<file path="src/rtl/dds_cmd_pkg.sv">
// Shared constants and types for the UART command-frame controller.
// Frame layout: header, target id, 11 payload bytes, tail.
package dds_cmd_pkg;

  localparam logic [7:0] FRAME_HDR     = 8'h55;
  localparam logic [7:0] FRAME_TAIL    = 8'hAA;
  localparam int         FRAME_LEN     = 14;
  localparam int         PAYLOAD_BYTES = 11;

  // Index of the final payload byte; the tail follows it.
  localparam logic [3:0] LAST_IDX = 4'(FRAME_LEN - 2);

  typedef enum logic [1:0] {
    IDLE,
    RECV,
    TAIL,
    DELIVER
  } cmd_state_t;

  typedef enum logic [2:0] {
    ERR_NONE,
    ERR_TIMEOUT,
    ERR_TAIL,
    ERR_TARGET,
    ERR_OVERRUN
  } err_code_t;

endpackage

</file>
<file path="src/rtl/cmd_gap_timer.sv">
// Inter-byte gap timer: counts cycles while enabled and flags the cycle in
// which the gap reaches TIMEOUT_CYC. A clear in that same cycle suppresses it.
module cmd_gap_timer #(
  parameter int unsigned TIMEOUT_CYC = 13020,
  parameter int unsigned TO_W        = 16
) (
  input  logic sys_clk,
  input  logic sys_rst_n,
  input  logic clear,
  input  logic enable,
  output logic expired
);

  logic [TO_W-1:0] count_reg;

  always_ff @(posedge sys_clk or negedge sys_rst_n) begin
    if (!sys_rst_n) begin
      count_reg <= '0;
    end else if (clear || !enable) begin
      count_reg <= '0;
    end else begin
      count_reg <= count_reg + 1'b1;
    end
  end

  // count_reg is k cycles after the clearing strobe; fire on the TIMEOUT_CYC-th edge.
  assign expired = enable && !clear && (count_reg == TO_W'(TIMEOUT_CYC - 1));

endmodule

</file>
<file path="src/rtl/dds_cmd_ctrl.sv">
// Assembles 14-byte UART command frames, validates them, and hands each good
// frame (target id + 88-bit payload) to the configuration side over valid/ready.
module dds_cmd_ctrl
  import dds_cmd_pkg::*;
#(
  parameter int unsigned NUM_TARGETS = 2,
  parameter int unsigned TIMEOUT_CYC = 13020,
  parameter int unsigned TO_W        = 16
) (
  input  logic        sys_clk,
  input  logic        sys_rst_n,
  input  logic [7:0]  rx_data,
  input  logic        rx_valid,
  output logic        cfg_valid,
  input  logic        cfg_ready,
  output logic [7:0]  cfg_target,
  output logic [87:0] cfg_payload,
  output logic        busy,
  output logic        err_pulse,
  output logic [2:0]  err_code,
  output logic [15:0] frame_cnt
);

  cmd_state_t                       state_reg;
  logic [3:0]                       idx_reg;
  logic [7:0]                       target_shadow_reg;
  logic [PAYLOAD_BYTES*8-1:0]       payload_shadow_reg;
  logic [PAYLOAD_BYTES-1:0]         byte_we;
  logic                             cfg_valid_reg;
  logic [7:0]                       cfg_target_reg;
  logic [87:0]                      cfg_payload_reg;
  logic                             err_pulse_reg;
  err_code_t                        err_code_reg;
  logic [15:0]                      frame_cnt_reg;
  logic                             timer_en;
  logic                             timer_expired;
  logic                             target_ok;

  assign timer_en  = (state_reg == RECV) || (state_reg == TAIL);
  assign target_ok = (target_shadow_reg != 8'd0) && (target_shadow_reg <= 8'(NUM_TARGETS));

  cmd_gap_timer #(
    .TIMEOUT_CYC (TIMEOUT_CYC),
    .TO_W        (TO_W)
  ) u_gap_timer (
    .sys_clk   (sys_clk),
    .sys_rst_n (sys_rst_n),
    .clear     (rx_valid),
    .enable    (timer_en),
    .expired   (timer_expired)
  );

  // Frame byte gi+2 lands in payload byte lane gi.
  generate
    for (genvar gi = 0; gi < PAYLOAD_BYTES; gi++) begin : g_byte_we
      assign byte_we[gi] = rx_valid && (state_reg == RECV) && (idx_reg == 4'(gi + 2));
    end
  endgenerate

  always_ff @(posedge sys_clk or negedge sys_rst_n) begin
    if (!sys_rst_n) begin
      payload_shadow_reg <= '0;
    end else begin
      for (int i = 0; i < PAYLOAD_BYTES; i++) begin
        if (byte_we[i]) payload_shadow_reg[i*8 +: 8] <= rx_data;
      end
    end
  end

  always_ff @(posedge sys_clk or negedge sys_rst_n) begin
    if (!sys_rst_n) begin
      state_reg         <= IDLE;
      idx_reg           <= 4'd0;
      target_shadow_reg <= 8'd0;
      cfg_valid_reg     <= 1'b0;
      cfg_target_reg    <= 8'd0;
      cfg_payload_reg   <= '0;
      err_pulse_reg     <= 1'b0;
      err_code_reg      <= ERR_NONE;
      frame_cnt_reg     <= 16'd0;
    end else begin
      err_pulse_reg <= 1'b0;
      case (state_reg)
        IDLE: begin
          if (rx_valid && (rx_data == FRAME_HDR)) begin
            state_reg <= RECV;
            idx_reg   <= 4'd1;
          end
        end
        RECV: begin
          // A byte arriving in the expiry cycle keeps the frame alive.
          if (rx_valid) begin
            if (idx_reg == 4'd1) target_shadow_reg <= rx_data;
            if (idx_reg == LAST_IDX) begin
              state_reg <= TAIL;
            end else begin
              idx_reg <= idx_reg + 4'd1;
            end
          end else if (timer_expired) begin
            err_pulse_reg <= 1'b1;
            err_code_reg  <= ERR_TIMEOUT;
            state_reg     <= IDLE;
          end
        end
        TAIL: begin
          if (rx_valid) begin
            if (rx_data != FRAME_TAIL) begin
              err_pulse_reg <= 1'b1;
              err_code_reg  <= ERR_TAIL;
              state_reg     <= IDLE;
            end else if (!target_ok) begin
              err_pulse_reg <= 1'b1;
              err_code_reg  <= ERR_TARGET;
              state_reg     <= IDLE;
            end else begin
              cfg_valid_reg   <= 1'b1;
              cfg_target_reg  <= target_shadow_reg;
              cfg_payload_reg <= payload_shadow_reg;
              state_reg       <= DELIVER;
            end
          end else if (timer_expired) begin
            err_pulse_reg <= 1'b1;
            err_code_reg  <= ERR_TIMEOUT;
            state_reg     <= IDLE;
          end
        end
        DELIVER: begin
          if (rx_valid) begin
            err_pulse_reg <= 1'b1;
            err_code_reg  <= ERR_OVERRUN;
          end
          if (cfg_ready) begin
            cfg_valid_reg <= 1'b0;
            frame_cnt_reg <= frame_cnt_reg + 16'd1;
            state_reg     <= IDLE;
          end
        end
        default: state_reg <= IDLE;
      endcase
    end
  end

  assign cfg_valid   = cfg_valid_reg;
  assign cfg_target  = cfg_target_reg;
  assign cfg_payload = cfg_payload_reg;
  assign busy        = (state_reg != IDLE);
  assign err_pulse   = err_pulse_reg;
  assign err_code    = err_code_reg;
  assign frame_cnt   = frame_cnt_reg;

endmodule

</file>
<file path="config.mk">
export PLATFORM = sky130hd
export DESIGN_NAME = dds_cmd_ctrl
export DESIGN_NICKNAME = d
export VERILOG_FILES = /design/src/rtl/dds_cmd_pkg.sv /design/src/rtl/cmd_gap_timer.sv /design/src/rtl/dds_cmd_ctrl.sv
export SDC_FILE = /design/constraint.sdc
export NUM_CORES = 1
export LEC_CHECK = 0
export CORE_UTILIZATION = 37
export DETAILED_ROUTE_END_ITERATION = 12
export GPL_TIMING_DRIVEN = 0
export HOLD_SLACK_MARGIN = 0.08
export PLACE_DENSITY = 0.64
export SYNTH_ARGS = -nofsm -noshare
export SYNTH_HDL_FRONTEND = slang
export SYNTH_SLANG_ARGS = --single-unit
</file>
<file path="constraint.sdc">
create_clock -name sys_clk -period 6.6 [get_ports sys_clk]
set_input_delay 0.99 -clock sys_clk [delete_from_list [all_inputs] [get_ports sys_clk]]
set_output_delay 0.99 -clock sys_clk [all_outputs]
set_load 0.005 [all_outputs]
</file>
==> flow_metrics.py <==
metrics = {
    "critical_path": {
        "cp_max_fo": 10,
        "worstSetupPathType": "in2reg",
        "arrival_ns": 3.58,
        "required_ns": 7.00,
        "start_kind": "primary input",
        "cp-end-kind": "flip-flop",
    },
    "global_route": {
        "grt_pass1_wl_microns": 32700,
        "grt_pass1_vias": 5670,
        "grtUsageTotal_pct": 15.9,
        "grt-ovfl-total": 0,
        "antenna_found_initial": 0,
        "grt_max_degree": 104,
    },
    "placement": {
        "dpl-instance-area_sq_um": 11300,
        "place_inst": 1123,
        "gp_congestion": 0.786,
        "io_buffers": 129,
        "dpl.hpwl_microns": 13400,
    },
    "pwr": {
        "peakVddDrop_mv": 0.191,
        "clkPwrFrac_pct": 38.4,
        "swShare_pct": 25.5,
        "intPower_uw": 2990,
        "power-per-cell-area_nw_per_um2": 328,
        "p_leak_uw": 0.00575,
        "p_seq_share_pct": 45.9,
        "combinationalPowerShare_pct": 15.7,
        "p_sw_uw": 1020,
    },
    "yosys": {
        "synth.most_common_cell": "dfrtp_1",
        "synthCells": 662,
        "synth-edff-count": 0,
        "synth_top_cells_by_area": "dfrtp_1, mux2_2, mux2_4",
        "synth_cell_type_count": 58,
        "synth_common_cells": "dfrtp_1, mux2_2, nor2_1",
        "synth_area_sq_um": 9550,
        "ys_warn_count": 0,
        "synth.avg_cell_area_sq_um": 14.4,
        "async_flop_share_pct": 100,
        "syn_nets": 685,
        "synth_ff_type": "dfrtp_1",
        "yosys.area.top_type": "dfrtp_1",
        "ys_seq_area_share_pct": 61.6,
        "ys_ff_latch": 235,
        "netlist.area_leader.share_pct": 61.6,
    },
    "floorplan": {
        "die_height_microns": 163,
        "ios": 130,
        "dieArea_sq_um": 26500,
        "core-area_sq_um": 25300,
        "fp-row-count": 58,
        "die_w_microns": 163,
        "start_util_pct": 37.8,
    },
    "cts": {
        "cts_tree": "done",
        "holdBufCountCts": 0,
        "cts-root-buf": "clkbuf_16",
        "h-tree-depth": 1,
        "cts_repair_resize_count": 0,
        "numCtsBuffers": 26,
        "clockBufferDepth": 3,
        "clk_pin_slew_ns": 0.06,
        "cts_setup_buffers": 0,
        "numClockSinks": 235,
        "clk-insertion-delay-late_ns": 0.52,
    },
    "routing": {
        "drtAntennaViolNets": 0,
        "drc": 0,
        "drtIter0Drc": 281,
        "vias": 5620,
        "routed_via_density": 4.80,
        "wirelength_microns": 20500,
        "drt-wirelength-per-cell_microns": 17.5,
        "firstDrtPassIters": 4,
    },
    "sta": {
        "finalHoldViolCount": 0,
        "grt_setup_unrepaired": "no",
        "fin_crit_ns": 3.18,
        "fmax_ghz": 0.314,
        "slew_headroom_pct": 41.9,
        "finClkSkew_ns": 0.00824,
        "finalCritPeriodShare_pct": 48.2,
        "slew_viol_final": 0,
        "worst_slew_pin_slew_ns": 0.872,
        "setup_viol": 0,
    },
    "finish": {
        "nNetsFinal": 844,
        "syn2layout_area_growth_pct": 28.2,
        "final_core_util_pct": 48.5,
        "final_area_sq_um": 12300,
        "layout-drive-gt1-share_pct": 28.4,
        "instances_no_fill": 1172,
    },
    "run": {
        "maxCapViolations": 0,
    },
    "worst_hold_path": {
        "hp-class": "in2async",
    },
    "run_status": {
        "status": "complete, no violations",
    },
}
[power groups by stage]
stage | logic [uW] | registers (uW) | clock network (uW)
after floorplan | 438 | 1820 | 0
after global placement | 616 | 1860 | 0
after detailed placement | 638 | 1870 | 0
after CTS | 640 | 1840 | 1580
after global routing | 705 | 1880 | 1640
final | 632 | 1840 | 1540
[cell families (layout without fill, tap and decap cells)]
logic type,Yosys count,after routing,share of synthesized area [%]
buffers and inverters,39,218,1.86
adders and majority gates,11,11,1.44
DFF,235,235,61.6
AOI/OAI and AO/OA,33,33,2.44
other,0,1,0
muxes,187,187,22.9
xor gates and xnor gates,28,28,2.57
and+or+nand+nor,129,129,7.24
[per-layer routing]
metal	part of all wire (%)	GRT usage [%]	vias to the layer above
met3	3.7	2.57	34
met2	47	25.1	99
met1	47	22.7	2850
li1	-	-	2637
met4	2.1	4.08	0
met5	0	0	-
[worst paths after layout]
path	cells after the start	from	slack, ns	endpoint
setup / recovery	7	rx_data[2]	3.42	cfg_payload[62]$_DFFE_PN0P_
hold / removal	1	sys_rst_n	0.36	cfg_payload[15]$_DFFE_PN0P_
max in group asynchronous	3	sys_rst_n	4.99	cfg_payload[5]$_DFFE_PN0P_
setup reg to reg	7	state_reg[1]$_DFFE_PN0P_	3.87	payload_shadow_reg[32]$_DFFE_PN0P_
hold reg to reg	1	u_gap_timer.count_reg[0]$_DFF_PN0_	0.46	u_gap_timer.count_reg[0]$_DFF_PN0_
min in group sys_clk	1	u_gap_timer.count_reg[0]$_DFF_PN0_	0.46	u_gap_timer.count_reg[0]$_DFF_PN0_
[metrics by stage]
| step | hold WS (ns) | setup WS, ns | power (uW) | TNS [ns] |
|---|---|---|---|---|
| 6_report | 0.364 | 3.42 | 4010 | 0 |
| 5_1_grt | 0.374 | 3.27 | 4230 | 0 |
| 4_1_cts | 0.354 | 3.35 | 4060 | 0 |
| 3_5_place_dp | 0.456 | 2.81 | 2510 | 0 |
| 3_3_place_gp | 0.449 | -5.55 | 2480 | -1298.25 |
| 2_1_floorplan | 0.433 | 3.97 | 2260 | 0 |
[final cells by class]
class	instances	area, sq um
repair buffers	131	1350
plain buffers	28	136
multi-input cells	388	3500
clock inverters	13	174
inverters	11	41.3
diodes	1	2.50
flip-flops and latches	235	5880
well taps	330	413
fillers	2243	13000
clock buffers	35	756
[critical path, cell delays in order]
cell             delay (ns)
clkdlybuf4s50_1        0.50
and4bb_1               0.38
nand2_2                0.10
nor4_2                 0.62
buf_2                  0.38
buf_4                  0.27
mux2_1                 0.34
[layout by cell type (no fill, tap or decap), types with 6 or more instances in the layout]
cell type,netlist,final
mux2_2,148,148
clkbuf_16,0,27
xnor2_1,14,14
a21oi_1,8,8
clkbuf_1,9,12
xor2_1,14,14
buf_2,7,7
mux2_1,17,17
nor2_1,36,36
nand3_1,22,22
inv_1,11,11
ha_1,11,11
mux2_4,22,22
clkinv_2,0,7
buf_1,8,8
and2_1,6,6
clkdlybuf4s50_1,0,128
dfrtp_1,235,235
nand2_1,24,24
Note: power is estimated with default switching activity, not from simulation.
==> patch 1, RTL diff (config.mk and constraints unchanged) <==
The 4 states of `cmd_state_t` get a one-hot encoding in 4 bits.
--- a/src/rtl/dds_cmd_pkg.sv
+++ b/src/rtl/dds_cmd_pkg.sv
@@ -12,7 +12,7 @@
 
-  typedef enum logic [1:0] {
-    IDLE,
-    RECV,
-    TAIL,
-    DELIVER
+  typedef enum logic [3:0] {
+    IDLE    = 4'b0001,
+    RECV    = 4'b0010,
+    TAIL    = 4'b0100,
+    DELIVER = 4'b1000
   } cmd_state_t;
Behaviour: same outputs for any inputs over 10 cycles, from zero or initial values and one cycle with sys_rst_n low; not proved beyond that.
==> patch 1 against the unedited design <==
- sequential cell count rose by 2
- synthesized area fell by 0.38%
- design area fell by 0.80%
- critical endpoint is now cfg_payload[59]
- total power fell by 12%
- sequential power fell by 9%
- routed wire length fell by 1.6%
- highest routed layer unchanged
- worst setup slack got worse by 0.25 ns
==> patch 1: results (changes against the unedited design) <==
Synth:
- The mux cell area share after synthesis is 22.1% (-0.78 points).
- The fraction of synthesized cell area in xor and xnor cells was 2.76% (+0.19 points).
- Sorting the synthesized cells by area gives the leading types as dfrtp_1 (62%), mux2_2 (21%), xnor2_1 (1.6%), xor2_1 (1.2%), mux2_1 (1.2%).
- The net count after synthesis is 672 (-1.9%).
- The share of synthesized cell area in full adder, half adder and majority cells is 0.789% (-0.65 points).
- By count the netlist is led by dfrtp_1 (236), mux2_2 (177), nor2_1 (30).
- The post-synthesis sequential element count came to 237 (+0.85%).
- The number of library cell types mapped by synthesis is 57 (-1.7%).
- The fraction of the mapped netlist area in compound gates is 1.97% (-0.46 points).

Power:
- The peak supply drop is 185 uV (-3.1%).
- The share of power burned in the clock network is 41.3% (+2.9 points).
- The reported net switching power is 839 uW (-18%).
- The total sequential power is 1.68 mW (-9%).
- The power density over the cells is 290 nW/um^2 (-12%).
- The leakage power of the design came to 5.77 nW (+0.36%).

STA:
- The maximum achievable frequency came to 291 MHz (-7.3%).
- The worst clock skew is 0.0116 ns (+0.00335 ns).
- The final worst hold slack is 0.378 ns (+0.0145 ns).

Detailed routing:
- The amount of wire on met2 after detailed routing is 9360 um (-2.0%).
- The total length of routed met3 wires is 887 um (+15%).
- The first-iteration detailed-routing DRC count is 239 (-15%).
- The routed wire length came to 20200 um (-1.6%).
- The met1 routed wirelength after detailed routing was 9550 um (-1.8%).

Cells and area:
- The data-path buffer share of cell area in the final layout is 12.2% (+0.046 points).
- The count of inverters other than clock inverters in the layout is 8 (-3).
- The number of filler cells placed in the layout is 2227 (-0.71%).
- The share of layout cells above drive strength 1 is 31.3% (+2.9 points).
- The number of clock buffer instances in the layout is 39 (+11%).
- The final design instance area without fill was 12200 sq um (-0.80%).
- The sequential standard cell area is 5930 sq um (+0.87%).
- The multi-input combinational cell area is 3430 sq um (-2.0%).
- The final-stage net count is 831 (-1.5%).
- The antenna diode instance count is 0 (-1).
- The multi-input combinational gate total is 381 (-1.8%).

Global route:
- The met3 usage is 2.22% (-0.36 points).
- The number of global-route vias before repair is 5782 (+2.0%).
- The first-pass GRT wire length was 32500 um (-0.36%).
- The met1 track demand over resource was 23.1% (+0.32 points).

Worst setup path:
- The critical register-to-register path startpoint is state_reg[0].
- The peak per-stage delay on the critical path is 0.65 ns (+0.03 ns).
- The master of the slowest instance on the critical path is clkdlybuf4s50_1.
- The most critical setup path has its endpoint at cfg_payload[59].
- The critical path starts at rx_data[5].
- The arrival time of data at the critical path endpoint was 3.83 ns (+0.25 ns).

Placement:
- The placement-stage cell area is 11300 sq um (-0.32%).
- The worst slack after detailed placement came to 2.61 ns (-0.197 ns).
- The global placer's final weighted congestion was 0.775 (-1.3%).
- The post-detailed-placement half-perimeter wirelength is 13200 um (-1.7%).

Run status:
- The flow ran to the end, and the final reports show no timing, DRC or antenna violations.
patch 1: how the worst min path moves through the flow:
stage                        startpoint                       end  depth (start not counted)
6_report                      sys_rst_n           cfg_payload[79]                          1
5_1_grt                       sys_rst_n           cfg_payload[79]                          1
4_1_cts                       sys_rst_n           cfg_payload[79]                          1
3_5_place_dp   u_gap_timer.count_reg[0]  u_gap_timer.count_reg[0]                          1
3_3_place_gp   u_gap_timer.count_reg[0]  u_gap_timer.count_reg[0]                          1
2_1_floorplan  u_gap_timer.count_reg[0]  u_gap_timer.count_reg[0]                          1
patch 1: per-stage QoR:
| step | instances | utilization, % |
|---|---|---|
| final | 1160 | 48.3 |
| after global routing | 1160 | 48.3 |
| after floorplan | 654 | - |
| after detailed placement | 1115 | 44.8 |
| after CTS | 1160 | 48.3 |
| after global placement | 1113 | 44.6 |
==> patch 2, RTL diff (config.mk and constraints unchanged) <==
Made on the original files. `TO_W` is set to 16 in 2 places; all go to 32.
--- a/src/rtl/cmd_gap_timer.sv
+++ b/src/rtl/cmd_gap_timer.sv
@@ -4,3 +4,3 @@
   parameter int unsigned TIMEOUT_CYC = 13020,
-  parameter int unsigned TO_W        = 16
+  parameter int unsigned TO_W        = 32
 ) (
--- a/src/rtl/dds_cmd_ctrl.sv
+++ b/src/rtl/dds_cmd_ctrl.sv
@@ -7,3 +7,3 @@
   parameter int unsigned TIMEOUT_CYC = 13020,
-  parameter int unsigned TO_W        = 16
+  parameter int unsigned TO_W        = 32
 ) (
Check against the original RTL: same outputs for any inputs over 10 cycles, from zero or initial values and one cycle with sys_rst_n low; that may be too few to reach the edited logic, so the function may still have changed.
==> patch 2 against the unedited design <==
- synthesized area up 8.1%
- sequential cell count grew 16
- worst setup slack improved by 0.11 ns
- sequential share of layout area grew 0.090 points
- design area increased by 6.6%
- non-clock buffer count rose by 7
- total power up 5.0%
- sequential power grew 9.8%
- clock skew grew 0.014 ns
- routed wire length up 11%
- die area increased by 8.0%
- largest cell class unchanged
- largest power group unchanged
==> patch 2: results (changes against the unedited design) <==
Cells and area:
- The final-stage net count is 1117 (+32%).
- The share of layout cells above drive strength 1 is 8.27% (-20 points).
- The antenna diode instance count is 0 (-1).

Detailed routing:
- The routed via count is 7070 (+26%).
- The first-iteration detailed-routing DRC count is 456 (+62%).
- The detailed-router iteration count before antenna repair came to 4 (unchanged).
- The number of vias per cell is 4.76 (-0.71%).
- The routed wire length came to 22700 um (+11%).

Placement:
- The count of placed standard cells including taps came to 1437 (+28%).
- The post-detailed-placement half-perimeter wirelength is 15100 um (+12%).
- The total of buffers placed on input and output ports came to 129 (unchanged).
- The global placer's final weighted congestion is 0.776 (-1.3%).

Global route:
- The pin count of the biggest net entering global routing is 103 (-0.96%).
- The overall fraction of global-route tracks in use is 16.4% (+0.54 points).
- The initial antenna violation count is 0 (unchanged).
- The first-pass GRT wire length is 37700 um (+16%).

Synth:
- The share of the yosys chip area belonging to registers is 60.8% (-0.76 points).
- The net count after synthesis is 957 (+40%).
- The count of yosys warnings during synthesis came to 0 (unchanged).
- The post-synthesis cell count is 934 (+41%).
- The number of library cell types mapped by synthesis came to 48 (-17%).
- For this run, the leading register cell type out of synthesis is dfrtp_1.
- The post-synthesis async set-or-reset flop share is 100% (unchanged).
- The commonest cells after synthesis are nand2_1 (308), dfrtp_1 (251), mux2_1 (72).
- Yosys attributes the largest share of cell area to dfrtp_1 (61%), nand2_1 (11%), mux2_1 (7.8%), mux2_2 (2.7%), xor2_1 (2.0%).

Run status:
- The run finished with clean final reports.

Min path:
- The tightest min-delay check is of the in2async type.

CTS:
- The post-cts sizing count is 0 (unchanged).
- The root buffer cell chosen for the clock tree is clkbuf_16.
- The maximum clock path buffer count is 3 (unchanged).
- The clock transition at the register clock pins on the worst setup and hold paths after CTS came to 0.06 ns (about the same).
- The H-tree depth is 1 (unchanged).
- The post-CTS setup buffer count came to 0 (unchanged).
- The clock latency on the worst-skew pair was 0.54 ns (+0.02 ns).
- The CTS buffer count is 27 (+3.8%).

Power:
- The peak supply drop is 205 uV (+7.3%).
- The leakage power of the design came to 6.31 nW (+9.7%).

Worst setup path:
- The highest fanout seen on the critical path is 10 (unchanged).
- The arrival time of data at the critical path endpoint is 3.48 ns (-0.10 ns).
- The worst register-to-register path begins at target_shadow_reg[3].
- The worst reg2reg path endpoint is cfg_payload[85].
- The register-to-register setup slack is 4.18 ns (+0.31 ns).
- The cell depth of the worst flop-to-flop path is 7 (unchanged).
- The launching element of the worst setup path is rx_data[7].

STA:
- The worst-case headroom to the max-slew limit is 41.7% (-0.16 points).
- The final worst hold slack is 0.369 ns (+0.00528 ns).
- The worst clock skew came to 0.0222 ns (+0.0139 ns).
-- patch 2: metal layers --
layer | global-route usage (%) | vias up | part of all wire (%)
met1 | 23.7 | 3466 | 48
met4 | 2.94 | 0 | 1.3
met3 | 3.90 | 30 | 6.3
met2 | 25.4 | 158 | 44
li1 | - | 3416 | -
met5 | 0 | - | 0
-- patch 2: cells by family after synthesis --
family	synth area share [%]
flops	60.8
simple gates	19.2
fa+ha+maj	1.33
compound gates	2.35
mux	10.6
buf+inv	2.07
xor+xnor	3.64
-- patch 2: report_power, final --
part	internal [mW]	leakage, nW	switching (mW)	total, mW
combinational	0.327	2.48	0.321	0.648
clock	0.949	0.438	0.604	1.55
sequential	1.84	3.39	0.177	2.02
total	3.11	6.31	1.10	4.22
-- patch 2: metrics by stage --
step | setup slack [ns] | cell area, sq um
global route | 3.44 | 13100
floorplan | 4.23 | 10300
finish | 3.53 | 13100
global placement | -6.21 | 12100
CTS | 3.54 | 13100
detailed placement | 2.97 | 12100
-- patch 2: worst max-delay path, stage by stage --
cell and delay (ns):
clkdlybuf4s50_1 0.56, nor4bb_1 0.36, nand2_1 0.23, or3_1 0.43, clkbuf_1 0.40, buf_2 0.35, nand2_1 0.09, nand2_1 0.06
-- patch 2: worst max-delay path by stage --
stage	end
detailed placement	cfg_payload[85]
CTS	cfg_payload[85]
global route	cfg_target[1]
finish	cfg_payload[85]
global placement	frame_cnt[11]
floorplan	idx_reg[3]
-- patch 2: final cells by class --
| type | instances | area [sq um] |
|---|---|---|
| clock buffer | 41 | 758 |
| fill | 2551 | 14100 |
| inverter | 16 | 60.1 |
| clock inverter | 7 | 153 |
| sequential | 251 | 6280 |
| tap | 372 | 465 |
| multi-input combinational | 632 | 3840 |
| timing repair buffer | 131 | 1350 |
| buffer | 35 | 154 |
